File: src/rtl/song_sequencer_pkg.sv
// rtl/song_sequencer_pkg.sv - shared states, note codes, ROM field offsets and helpers
package song_sequencer_pkg;

    typedef enum logic [2:0] {
        ST_IDLE  = 3'd0,
        ST_FETCH = 3'd1,
        ST_LOAD  = 3'd2,
        ST_PLAY  = 3'd3,
        ST_GAP   = 3'd4,
        ST_DONE  = 3'd5
    } seq_state_t;

    localparam logic [3:0] NOTE_REST     = 4'h0;
    localparam logic [3:0] NOTE_END      = 4'hF;
    localparam logic [3:0] NOTE_MAX_TONE = 4'd7;

    localparam int FLD_NOTE_LSB = 0;
    localparam int FLD_OCT_LSB  = 4;
    localparam int FLD_DUR_LSB  = 6;

    localparam logic [2:0] MODE_FREE  = 3'b100;
    localparam logic [2:0] MODE_AUTO  = 3'b010;
    localparam logic [2:0] MODE_LEARN = 3'b001;

    // Wide enough for the longest note and for the inter-note gap.
    function automatic int cnt_width(input int tpu, input int gap);
        int longest;
        longest = 15 * tpu;
        if (gap > longest) longest = gap;
        return $clog2(longest + 1);
    endfunction

    function automatic logic [6:0] note_led(input logic [3:0] note);
        note_led = 7'd0;
        if (note >= 4'd1 && note <= NOTE_MAX_TONE) note_led = 7'd1 << (note - 4'd1);
    endfunction

endpackage

File: src/rtl/song_sequencer_if.sv
// rtl/song_sequencer_if.sv - control, ROM and display signals of the song sequencer
interface song_sequencer_if #(
    parameter int IDX_W = 6
);
    logic             start;
    logic             pause;
    logic             stop;
    logic [1:0]       song_select;
    logic [IDX_W+1:0] rom_addr;
    logic [11:0]      rom_data;
    logic [3:0]       note_out;
    logic [1:0]       octave_out;
    logic [6:0]       led_out;
    logic [3:0]       num;
    logic             busy;
    logic             done;

    modport master (
        output start, pause, stop, song_select, rom_data,
        input  rom_addr, note_out, octave_out, led_out, num, busy, done
    );

    modport slave (
        input  start, pause, stop, song_select, rom_data,
        output rom_addr, note_out, octave_out, led_out, num, busy, done
    );
endinterface

File: src/rtl/song_sequencer_note_timer.sv
// rtl/song_sequencer_note_timer.sv - loadable down-counter timing notes and gaps
module song_sequencer_note_timer #(
    parameter int CNT_W = 8
) (
    input  logic             clk,
    input  logic             reset,
    input  logic             i_load,
    input  logic [CNT_W-1:0] i_load_value,
    input  logic             i_enable,
    output logic             o_expired
);
    logic [CNT_W-1:0] r_count;

    always_ff @(posedge clk or posedge reset) begin
        if (reset) begin
            r_count <= '0;
        end else if (i_load) begin
            r_count <= i_load_value;
        end else if (i_enable && r_count != '0) begin
            r_count <= r_count - 1'b1;
        end
    end

    // Flags the last enabled cycle so a load of N spans exactly N enabled cycles.
    assign o_expired = i_enable && (r_count <= CNT_W'(1));
endmodule

File: src/rtl/song_sequencer.sv
// rtl/song_sequencer.sv - auto-play sequencer stepping a song ROM with timed notes and gaps
module song_sequencer
    import song_sequencer_pkg::*;
#(
    parameter int TICKS_PER_UNIT = 12_500_000,
    parameter int GAP_TICKS      = 1_000_000,
    parameter int IDX_W          = 6
) (
    input  logic           clk,
    input  logic           reset,
    song_sequencer_if.slave bus
);
    localparam int              CNT_W    = cnt_width(TICKS_PER_UNIT, GAP_TICKS);
    localparam logic [IDX_W-1:0] IDX_LAST = '1;

    seq_state_t       r_state;
    seq_state_t       w_state_next;
    logic [1:0]       r_song;
    logic [IDX_W-1:0] r_index;
    logic [3:0]       r_note;
    logic [1:0]       r_octave;
    logic [3:0]       r_num;

    logic [3:0]       w_rom_note;
    logic [1:0]       w_rom_oct;
    logic [3:0]       w_rom_dur;
    logic [3:0]       w_dur;
    logic [3:0]       w_note;
    logic [CNT_W-1:0] w_play_ticks;
    logic [CNT_W-1:0] w_timer_value;
    logic             w_timer_load;
    logic             w_timer_en;
    logic             w_expired;
    logic             w_unused_rsvd;

    assign w_rom_note    = bus.rom_data[FLD_NOTE_LSB +: 4];
    assign w_rom_oct     = bus.rom_data[FLD_OCT_LSB +: 2];
    assign w_rom_dur     = bus.rom_data[FLD_DUR_LSB +: 4];
    assign w_unused_rsvd = ^bus.rom_data[11:10];
    assign w_dur         = (w_rom_dur == 4'd0) ? 4'd1 : w_rom_dur;
    assign w_play_ticks  = CNT_W'(w_dur) * CNT_W'(TICKS_PER_UNIT);
    assign w_timer_en    = !bus.pause && (r_state == ST_PLAY || r_state == ST_GAP);

    song_sequencer_note_timer #(.CNT_W(CNT_W)) u_timer (
        .clk          (clk),
        .reset        (reset),
        .i_load       (w_timer_load),
        .i_load_value (w_timer_value),
        .i_enable     (w_timer_en),
        .o_expired    (w_expired)
    );

    always_ff @(posedge clk or posedge reset) begin
        if (reset) r_state <= ST_IDLE;
        else       r_state <= w_state_next;
    end

    always_comb begin
        w_state_next  = r_state;
        w_timer_load  = 1'b0;
        w_timer_value = '0;
        unique case (r_state)
            ST_IDLE:  if (bus.start) w_state_next = ST_FETCH;
            ST_FETCH: w_state_next = ST_LOAD;
            ST_LOAD: begin
                if (w_rom_note == NOTE_END) begin
                    w_state_next = ST_DONE;
                end else begin
                    w_state_next  = ST_PLAY;
                    w_timer_load  = 1'b1;
                    w_timer_value = w_play_ticks;
                end
            end
            ST_PLAY: begin
                if (w_expired) begin
                    w_state_next  = ST_GAP;
                    w_timer_load  = 1'b1;
                    w_timer_value = CNT_W'(GAP_TICKS);
                end
            end
            ST_GAP:   if (w_expired) w_state_next = (r_index == IDX_LAST) ? ST_DONE : ST_FETCH;
            ST_DONE:  w_state_next = ST_IDLE;
            default:  w_state_next = ST_IDLE;
        endcase
        // stop outranks pause and expiry, so it overrides whatever was chosen above
        if (bus.stop && r_state != ST_IDLE) w_state_next = ST_IDLE;
    end

    always_ff @(posedge clk or posedge reset) begin
        if (reset) begin
            r_song   <= 2'd0;
            r_index  <= '0;
            r_note   <= NOTE_REST;
            r_octave <= 2'd0;
            r_num    <= 4'd0;
        end else begin
            if (r_state == ST_IDLE && w_state_next == ST_FETCH) begin
                r_song  <= bus.song_select;
                r_index <= '0;
                r_num   <= 4'd0;
            end
            if (r_state == ST_LOAD && w_state_next == ST_PLAY) begin
                r_note   <= (w_rom_note <= NOTE_MAX_TONE) ? w_rom_note : NOTE_REST;
                r_octave <= w_rom_oct;
            end
            if (r_state == ST_PLAY && w_state_next == ST_GAP && r_num != 4'd15) begin
                r_num <= r_num + 4'd1;
            end
            if (r_state == ST_GAP && w_state_next == ST_FETCH) begin
                r_index <= r_index + 1'b1;
            end
        end
    end

    assign w_note         = (r_state == ST_PLAY && !bus.pause) ? r_note : NOTE_REST;
    assign bus.note_out   = w_note;
    assign bus.led_out    = note_led(w_note);
    assign bus.octave_out = r_octave;
    assign bus.num        = r_num;
    assign bus.busy       = (r_state != ST_IDLE);
    assign bus.done       = (r_state == ST_DONE);
    assign bus.rom_addr   = {r_song, r_index};
endmodule
File: src/flat_wrapper.sv
// flat-port wrapper written by rule: the top's interface ports become plain ports
module song_sequencer_flat import song_sequencer_pkg::*;
#(
    parameter int TICKS_PER_UNIT = 12_500_000,
    parameter int GAP_TICKS      = 1_000_000,
    parameter int IDX_W          = 6
)
  (clk, reset, bus_start, bus_pause, bus_stop, bus_song_select, bus_rom_data, bus_rom_addr, bus_note_out, bus_octave_out, bus_led_out, bus_num, bus_busy, bus_done);
  song_sequencer_if #(.IDX_W(IDX_W)) bus_i ();
  input  logic clk;
  input  logic reset;
  input wire logic [$bits(bus_i.start)-1:0] bus_start;
  input wire logic [$bits(bus_i.pause)-1:0] bus_pause;
  input wire logic [$bits(bus_i.stop)-1:0] bus_stop;
  input wire logic [$bits(bus_i.song_select)-1:0] bus_song_select;
  input wire logic [$bits(bus_i.rom_data)-1:0] bus_rom_data;
  output wire logic [$bits(bus_i.rom_addr)-1:0] bus_rom_addr;
  output wire logic [$bits(bus_i.note_out)-1:0] bus_note_out;
  output wire logic [$bits(bus_i.octave_out)-1:0] bus_octave_out;
  output wire logic [$bits(bus_i.led_out)-1:0] bus_led_out;
  output wire logic [$bits(bus_i.num)-1:0] bus_num;
  output wire logic [$bits(bus_i.busy)-1:0] bus_busy;
  output wire logic [$bits(bus_i.done)-1:0] bus_done;
  assign bus_i.start = bus_start;
  assign bus_i.pause = bus_pause;
  assign bus_i.stop = bus_stop;
  assign bus_i.song_select = bus_song_select;
  assign bus_i.rom_data = bus_rom_data;
  assign bus_rom_addr = bus_i.rom_addr;
  assign bus_note_out = bus_i.note_out;
  assign bus_octave_out = bus_i.octave_out;
  assign bus_led_out = bus_i.led_out;
  assign bus_num = bus_i.num;
  assign bus_busy = bus_i.busy;
  assign bus_done = bus_i.done;
  song_sequencer #(.TICKS_PER_UNIT(TICKS_PER_UNIT), .GAP_TICKS(GAP_TICKS), .IDX_W(IDX_W)) u_core (.clk(clk), .reset(reset), .bus(bus_i));
endmodule
File: config.mk
export PLATFORM = sky130hd
export DESIGN_NAME = song_sequencer_flat
export DESIGN_NICKNAME = d
export VERILOG_FILES = /design/src/rtl/song_sequencer_pkg.sv /design/src/rtl/song_sequencer_if.sv /design/src/rtl/song_sequencer_note_timer.sv /design/src/rtl/song_sequencer.sv /design/src/flat_wrapper.sv
export SDC_FILE = /design/constraint.sdc
export NUM_CORES = 1
export LEC_CHECK = 0
export BUFFER_PORTS_ARGS = -buffer_cell sky130_fd_sc_hd__buf_2
export CAP_MARGIN = 20
export CORE_ASPECT_RATIO = 1.2
export CORE_MARGIN = 5
export CORE_UTILIZATION = 40
export DETAILED_ROUTE_END_ITERATION = 12
export PLACE_DENSITY = 0.65
export SYNTH_ARGS = -nofsm -noshare
export SYNTH_HDL_FRONTEND = slang
export SYNTH_SLANG_ARGS = --single-unit
File: constraint.sdc
create_clock -name clk -period 7.4 [get_ports clk]
set_input_delay 0.37 -clock clk [delete_from_list [all_inputs] [get_ports clk]]
set_output_delay 0.37 -clock clk [all_outputs]
set_load 0.005 [all_outputs]
# Word-level counts from Yosys, hierarchy flattened
# Cells that the tools add are included.
# Widths: inputs -> output; s select.
# op_classes
mul,1
n_bitwise,0
magnitude_cmp,4
addsub,4
shifts,1
reduce_logical,20
muxes,23
n_div,0
n_eq_ne,11
# ops
operator,n
$mux 28,3
$pmux 28 s2,1
$le 28x1->1 const B,1
$reduce_bool 28->1,1
$sub 28x1->28 const B,1
$mul 4x19->23 const B,1
$mux 20,1
$mux 4,5
$mux 3,6
$pmux 3 s5,1
$mux 6,2
$logic_and 1x1->1,11
$eq 3x2->1 const B,3
$eq 3x3->1 const B,3
$le 4x3->1 const B,2
$mux 7,1
$shl 1x4->7 const A,1
$add 6x1->6 const B,1
$eq 3x1->1 const B,2
$eq 6x6->1 const B,1
$reduce_bool 2->1,3
$add 4x1->4 const B,1
$eq 4x4->1 const B,1
$ge 4x1->1 const B,1
9 further kinds,10
# totals
mem_count,0
register_bits,49
out_inout_bits,27
inputBits,19
mem_bits_ro,0
latchBits,0
ramBits,0

# Longest topological paths before layout
# Gate-level depths: netlist (run 1).
# logic_depth
word_depth,11
ltp_mapped,17

# Cells and area by module
# From an unflattened synthesis (run 1), not the netlist that was laid out.
# unflattened
hier_cells,481
hier_area_um2,4295.4
# by_module_without_submodules
mod,area_per_inst_um2,n_inst,cells_per_inst
song_sequencer,2358.5,1,286
song_sequencer_note_timer,1936.9,1,195

# Worst setup path before layout (run 1)
# OpenSTA, ideal clock, no wires.
# synth_path
path_kind,input to register
from,input bus_rom_data[8]
to,register u_core.u_timer.r_count[26]
slack_ns,3.835
arrival_ns,3.423
setup_time_ns,0.143
stages,14
path_buffers,0
t_required_ns,7.257
path_cell_list,inv_1 ha_1 a21oi_1 inv_1 ha_1 ha_1 fa_1 a211oi_1 nor2_1 o21a_1 a21oi_1 a21oi_1 mux2i_1 o221ai_1
# synth_between
elab_chain_cells,6
# synth_lines
element,line_no,rtl
start: declaration,flat_wrapper.sv:16,input wire logic [$bits(bus_i.rom_data)-1:0] bus_rom_data;
$logic_not 4->1,song_sequencer.sv:40,assign w_dur = (w_rom_dur == 4'd0) ? 4'd1 : w_rom_dur;
$mux 4 (*),song_sequencer.sv:40,
$mul 4x19->23 (*),song_sequencer.sv:41,assign w_play_ticks = CNT_W'(w_dur) * CNT_W'(TICKS_PER_UNIT);
$mux 28 (*),song_sequencer.sv:66,if (w_rom_note == NOTE_END) begin
$pmux 28 s2 (*),song_sequencer.sv:62,unique case (r_state)
$mux 28 (*),song_sequencer_note_timer.sv:17,end else if (i_load) begin
end signal: assignment,song_sequencer_note_timer.sv:18,r_count <= i_load_value;
end signal: assignment,song_sequencer_note_timer.sv:20,r_count <= r_count - 1'b1;
end: declaration,song_sequencer_note_timer.sv:12,logic [CNT_W-1:0] r_count;
# Every way passes the cells marked *; elsewhere a longest branch is shown, timed or not.
# A chain may end at the register's enable or synchronous reset.

# Final worst setup path (run 1)
# Ends and elaborated chain as after synthesis.

==> results of run 1 <==
-- registers in the layout (all words and copies together), names as in the netlist --
signal and cells:
u_core.u_timer.r_count 28, u_core.bus.octave_out 2, u_core.r_song 2, u_core.r_index 6
u_core.r_note 4, u_core.bus.num 4, u_core.r_state 3
-- cell families (layout without fill, tap and decap cells) --
logic type	Yosys count	in the layout	share of synthesized area, %
simple gates	179	179	24.39
flops	49	49	31.87
xor+xnor	29	29	6.602
fa+ha+maj	34	34	12.62
mux	7	7	1.951
buf+inv	47	90	4.716
compound gates	103	103	17.85
-- Yosys cell counts (7+ instances only) --
master,number
a21o_1,9
a21oi_1,17
and3_1,8
clkbuf_1,10
dfrtp_1,49
fa_1,8
ha_1,26
inv_1,33
nand2_1,35
nand3_1,12
nor2_1,42
nor3_1,29
nor4_1,10
o21a_1,7
o21ai_0,23
o31ai_1,7
or3_1,9
xnor2_1,13
xor2_1,16
-- path summary, 6_finish.rpt --
check | from | end | slack (ps) | cells past startpoint
min in group clk | bus_rom_data[5] | u_core.bus.octave_out[1] | 320 | 2
min | reset | u_core.r_index[2] | 130 | 2
max in group asynchronous | reset | u_core.u_timer.r_count[20] | 6730 | 3
max | bus_rom_data[8] | u_core.u_timer.r_count[26] | 3750 | 17
max reg2reg | u_core.r_state[0] | u_core.r_index[4] | 4490 | 7
min reg2reg | u_core.r_index[5] | u_core.r_index[5] | 500 | 1
-- layout make-up --
class / instances / area share [%]
multi-input combinational: 352 / 55.42
sequential: 49 / 27.74
timing repair buffer: 49 / 6.170
tap: 123 / 3.481
clock buffer: 5 / 2.830
inverter: 33 / 2.802
clock inverter: 3 / 1.557
-- worst reg2reg max path, delay by kind of cell, from the launching register on --
family / cells / cell delay, ps
AOI/OAI and AO/OA: 4 / 1310
DFF: 1 / 480
and+or+nand+nor: 3 / 1040
-- layer usage --
| metal | vias to the layer above | GRT usage, % | wire length, um |
|---|---|---|---|
| met5 | - | 0 | 0 |
| met4 | 0 | 3.843 | 103 |
| met3 | 9 | 2.257 | 421 |
| met2 | 77 | 29.16 | 4722 |
| met1 | 1622 | 20.34 | 4045 |
| li1 | 1710 | - | - |
-- power groups by stage --
stage | registers, W | logic (W) | clock network, W
2_1_floorplan | 0.000419 | 0.000408 | 0
3_3_place_gp | 0.000433 | 0.000518 | 0
3_5_place_dp | 0.000438 | 0.000528 | 0
4_1_cts | 0.000435 | 0.000533 | 0.000302
5_1_grt | 0.000450 | 0.000603 | 0.000311
6_report | 0.000435 | 0.000532 | 0.000295
-- stage by stage --
step	setup slack, ps	instance area [sq um]	std cells	util [%]
floorplan	3835	3847	448	-
global placement	3523	4207	605	44.44
detailed placement	3472	4207	605	44.44
CTS	3766	4400	613	46.48
global route	3635	4420	614	46.70
finish	3747	4420	614	46.70
==> impl_metrics.csv, run 1 <==
group,metric,value,unit
status,outcome,"complete, no violations",
drt,drtAntennaViolNets,0,
pwr,clock_power_share,23.4,%
clocking,clockBufferDepth,2,
clocking,cts_hold_buf,0,
die,die_area,0.01169,sq mm
drt,drt_first_iter_violations,175,
critical_path,cp_top_family,"adder cells",
die,rows,39,
global_routing,grt_pass1_vias,3359,
final_layout,regArea,0.001226,sq mm
critical_path,critPathArrivalTime,3810,ps
final_layout,syn2layout_area_growth,14.89,%
drt,via_count,3418,
clocking,cts_resized,0,
pwr,peakVddDrop,132.0,uV
drt,drt-vias-per-instance,5.567,
timing,worst_pin_slew,750.8,ps
die,initial_core_util,40.64,%
die,core,0.009467,sq mm
logic_synthesis,synth_top_area_share,31.87,%
logic_synthesis,yosys.area.top_type,"dfrtp_1",
die,die_height,117.4,um
clocking,numCtsBuffers,5,
final_layout,drive_gt1_share,14.87,%
timing,setup_violations,0,
critical_path,slowest_delay,430,ps
timing,fin_crit_sh,49.36,%
logic_synthesis,yosysSeqAreaShare,31.87,%
drt,wirelength,9291,um
pwr,p_seq_share,34.5,%
logic_synthesis,syn_area_per_cell,8.588,sq um
global_routing,grt_pass1_wl,15870,um
logic_synthesis,synth.distinct_cells,54,
pwr,power.total,0.001263,W
pwr,internal_power,0.0007752,W
clocking,cts_num_sinks,49,
critical_path,cpMostUsedCell,"ha_1",
drt,wl_per_cell,15.13,um
placed_design,dp_hpwl,7118,um
global_routing,overflow,0,
timing,rsz0062_at_grt,"no",
global_routing,grt_max_degree,50,
final_layout,n_fill_cell,966,
critical_path,cp_cell_sequence,"buf_2, inv_1, ha_1, nand3_1, nand2_1, inv_1, ha_1, ha_1, ha_1, fa_1, a211oi_1, nor2_1, o21a_1, a21oi_1, a21oi_1, mux2i_1, o221ai_1",
logic_synthesis,synth_edf_count,0,
timing,final.setup_skew,9.006,ps
critical_path,path_buf_inv,3,
clocking,insertion_delay,290,ps
logic_synthesis,syn_inst,448,
clocking,htree_levels,2,
timing,max-slew-margin-rel,49.52,%
clocking,cts_setup_buffers,0,
logic_synthesis,netlist_top_cells_area,"dfrtp_1 (32%), ha_1 (8.5%), fa_1 (4.2%), nor2_1 (4.1%), nor3_1 (3.8%)",
drt,post-route-drc-count,0,
global_routing,grt_antenna_before_repair,0,
die,die_w,99.53,um
global_routing,grtUsageTotal,16.25,%
logic_synthesis,syn-num-nets,501,
pwr,power.switching,0.0004873,W
die,io_pins,46,
timing,finalCriticalPeriod,3653,ps
logic_synthesis,netlist_area,0.003847,sq mm
critical_path,required,7550,ps
logic_synthesis,synth_ff_type,"dfrtp_1",
final_layout,final_cell_mix,"dfrtp_1 (49), buf_2 (43), nor2_1 (42)",
final_layout,multiInputGateArea,0.002450,sq mm
timing,fmaxAchievable,273.8,MHz
pwr,combinationalPowerShare,42.2,%
hold_path,hold_class,"input port to asynchronous set/reset pin",
clocking,cts_tree,"done",
clocking,cts_root_buf,"clkbuf_16",
run,max_cap_viol_count,0,
drt,first_pass_iters,4,
logic_synthesis,synth-seq-cells,49,
critical_path,crit_path_end_kind,"register",
timing,maxSlewViolCount,0,
timing,hold_violations,0,
pwr,pwr_density_cell,285.6,mW/mm^2
final_layout,n_antenna_cell,0,
logic_synthesis,synth_warnings,0,
pwr,p_leak,2.118,nW
logic_synthesis,synthArstFlopShare,100.0,%
critical_path,critical-path-slowest-cell,"fa_1",
placed_design,portBuffers,43,
critical_path,cp_max_fo,4,
pwr,swShare,38.60,%
critical_path,cp-start-kind,"input port",
clocking,clk_pin_slew,70,ps
timing,finalSetupTns,0,ps
timing,hold_slack,128.6,ps
final_layout,final_common_cell,"dfrtp_1",
critical_path,crit_type,"input port to register",
placed_design,gp_congestion,0.8328,
final_layout,nets,543,
(Power assumes the default switching activity.)
==> inputs of run 2 (changes only) <==
Settings changed: PLACE_DENSITY 0.65 to 0.68.
Clock period 7.4 ns to 3.33 ns, I/O delays scaled along.
==> run 2 against run 1 <==
  * Via count grew 3.2%
  * Core utilization grew 1.0 points
  * Largest power group unchanged
  * Clock power grew 71%
  * Critical endpoint is now u_core.u_timer.r_count[20]
  * Non-clock buffer count grew 18
  * Clock skew shrank 5.6 ps
  * Wire length grew 3.2%
  * Highest routed layer unchanged
  * Sequential share of layout area shrank 0.59 points
  * Global-route usage grew 0.23 points
  * Clock-buffer cell count is the same
  * First-iteration DRC count grew 48%
==> impl_metrics.csv, run 2 (same netlist as run 1, synthesis figures left out) <==
group,metric,value,unit
drt,drt_first_iter_violations,259,
timing,fmaxAchievable,317.7,MHz
drt,wl_per_cell,15.17,um
die,initial_core_util,40.64,%
timing,hold_slack,108.8,ps
global_routing,grt_max_degree,50,
clocking,htree_levels,2,
global_routing,grt_pass1_wl,16040,um
global_routing,overflow,0,
drt,via_count,3528,
drt,drt-vias-per-instance,5.582,
timing,hold_violations,0,
die,rows,39,
critical_path,r2r_start,"u_core.u_timer.r_count[0]",
timing,rsz0062_at_grt,"yes",
pwr,pwr_density_cell,602.5,mW/mm^2
critical_path,crit_path_end_kind,"register",
clocking,numCtsBuffers,5,
hold_path,hold_class,"input port to register",
hold_path,min_from,"bus_rom_data[4]",
critical_path,critPathArrivalTime,3330,ps
drt,drtAntennaViolNets,0,
critical_path,required,3510,ps
final_layout,final_common_cell,"dfrtp_1",
timing,worst_pin_slew,639.8,ps
timing,finalCriticalPeriod,3148,ps
timing,maxSlewViolCount,0,
placed_design,place_ws,-108.6,ps
critical_path,crit_type,"input port to register",
drt,post-route-drc-count,0,
timing,fin_ws,182.2,ps
critical_path,cp-start-kind,"input port",
final_layout,largest_register_ff_count,28,
placed_design,gp_congestion,0.8215,
clocking,cts_num_sinks,49,
final_layout,n_fill_cell,958,
critical_path,startpoint,"bus_rom_data[8]",
final_layout,top_register,"u_core.u_timer.r_count",
pwr,p_leak,2.184,nW
final_layout,syn2layout_area_growth,17.40,%
die,io_pins,46,
global_routing,grt_antenna_before_repair,0,
final_layout,nets,561,
clocking,clk_pin_slew,70,ps
final_layout,n_antenna_cell,0,
clocking,cts_tree,"done",
placed_design,portBuffers,43,
die,die_w,99.53,um
global_routing,grt_pass1_vias,3405,
timing,setup_violations,0,
global_routing,grtUsageTotal,16.48,%
drt,top_layer,"met4",
final_layout,drive_gt1_share,18.07,%
pwr,power.total,0.002721,W
drt,wl_met3,478,um
clocking,clockBufferDepth,2,
clocking,cts_root_buf,"clkbuf_16",
die,core,0.009467,sq mm
clocking,insertion_delay,290,ps
die,die_height,117.4,um
final_layout,top_regs,"u_core.u_timer.r_count (28), u_core.r_index (6)",
status,outcome,"complete, no violations",
pwr,peakVddDrop,217.2,uV
drt,wirelength,9587,um
timing,final.setup_skew,3.414,ps
drt,route.met2.wl,4752,um
final_layout,final_cell_mix,"dfrtp_1 (49), buf_2 (43), nor2_1 (42)",
drt,m1WireLength,4157,um
timing,max-slew-margin-rel,57.35,%
critical_path,cp_max_fo,4,
drt,first_pass_iters,4,
run,max_cap_viol_count,0,
die,die_area,0.01169,sq mm
timing,fin_crit_sh,94.53,%
placed_design,dp_hpwl,7481,um
[run 2: cell types whose count changed in the layout (fill, tap and decap cells not counted), sizes merged]
cell         previous run  this run
clkinvlp                0         1
dlygate4sd3             0         1
buf                    49        66
bufinv                  2         0
clkinv                  0         2
inv                    34        33
[run 2: final timing paths]
path	to	slack (ps)	cells past startpoint
max	u_core.u_timer.r_count[20]	180	18
min	u_core.bus.octave_out[0]	110	2
max reg2reg	u_core.u_timer.r_count[11]	470	9
min reg2reg	u_core.r_note[2]	510	2
max in group asynchronous	u_core.u_timer.r_count[25]	2420	4
min in group asynchronous	u_core.r_index[0]	400	3
[run 2: power breakdown]
part,switching [W],internal (W)
logic,0.000692,0.000555
registers,0.000196,0.000776
clock network,0.000227,0.000276
total,0.00112,0.00161
[run 2: timing repair]
action / 4_1_cts / 5_1_grt
setup endpoints to repair: 0 / 4
hold buffers: 0 / 1
setup buffers: 0 / 0
endpoints found under the hold margin: 0 / 16
resized for setup: 0 / 1
[run 2: per-layer routing]
layer	vias up	GRT usage (%)
li1	1745	-
met4	0	5.722
met1	1672	20.89
met5	-	0
met2	98	28.28
met3	13	2.435
[run 2: area by class of cell]
class	instances	area, sq um	share of cell area (%)
Clock inverter	3	17.52	0.3878
Sequential cell	49	1226	27.15
Inverter	33	123.9	2.742
Clock buffer	5	125.1	2.770
Tap cell	123	153.9	3.407
Timing Repair Buffer	67	410.4	9.086
Multi-Input combinational cell	352	2460	54.46
[run 2: critical path: stages]
cell and delay (ps):
buf_2 130, inv_1 50, ha_1 200, nand3_1 100
nand2_1 70, inv_1 100, ha_1 160, inv_1 50
fa_1 470, inv_1 80, fa_1 450, a211oi_1 290
nor2_1 100, o21a_1 230, xnor2_1 280, nor2_1 70
o21a_1 180, o21a_1 160
[run 2: per-stage QoR]
step           utilization (%)  cell area [sq um]  TNS, ps  std cells
6_report                 47.71               4517        0        632
5_1_grt                  47.71               4517   -118.3        632
4_1_cts                  47.33               4481        0        630
3_5_place_dp             45.82               4338   -365.8        622
3_3_place_gp             45.82               4338   -26.80        622
2_1_floorplan                -               3851        0        448
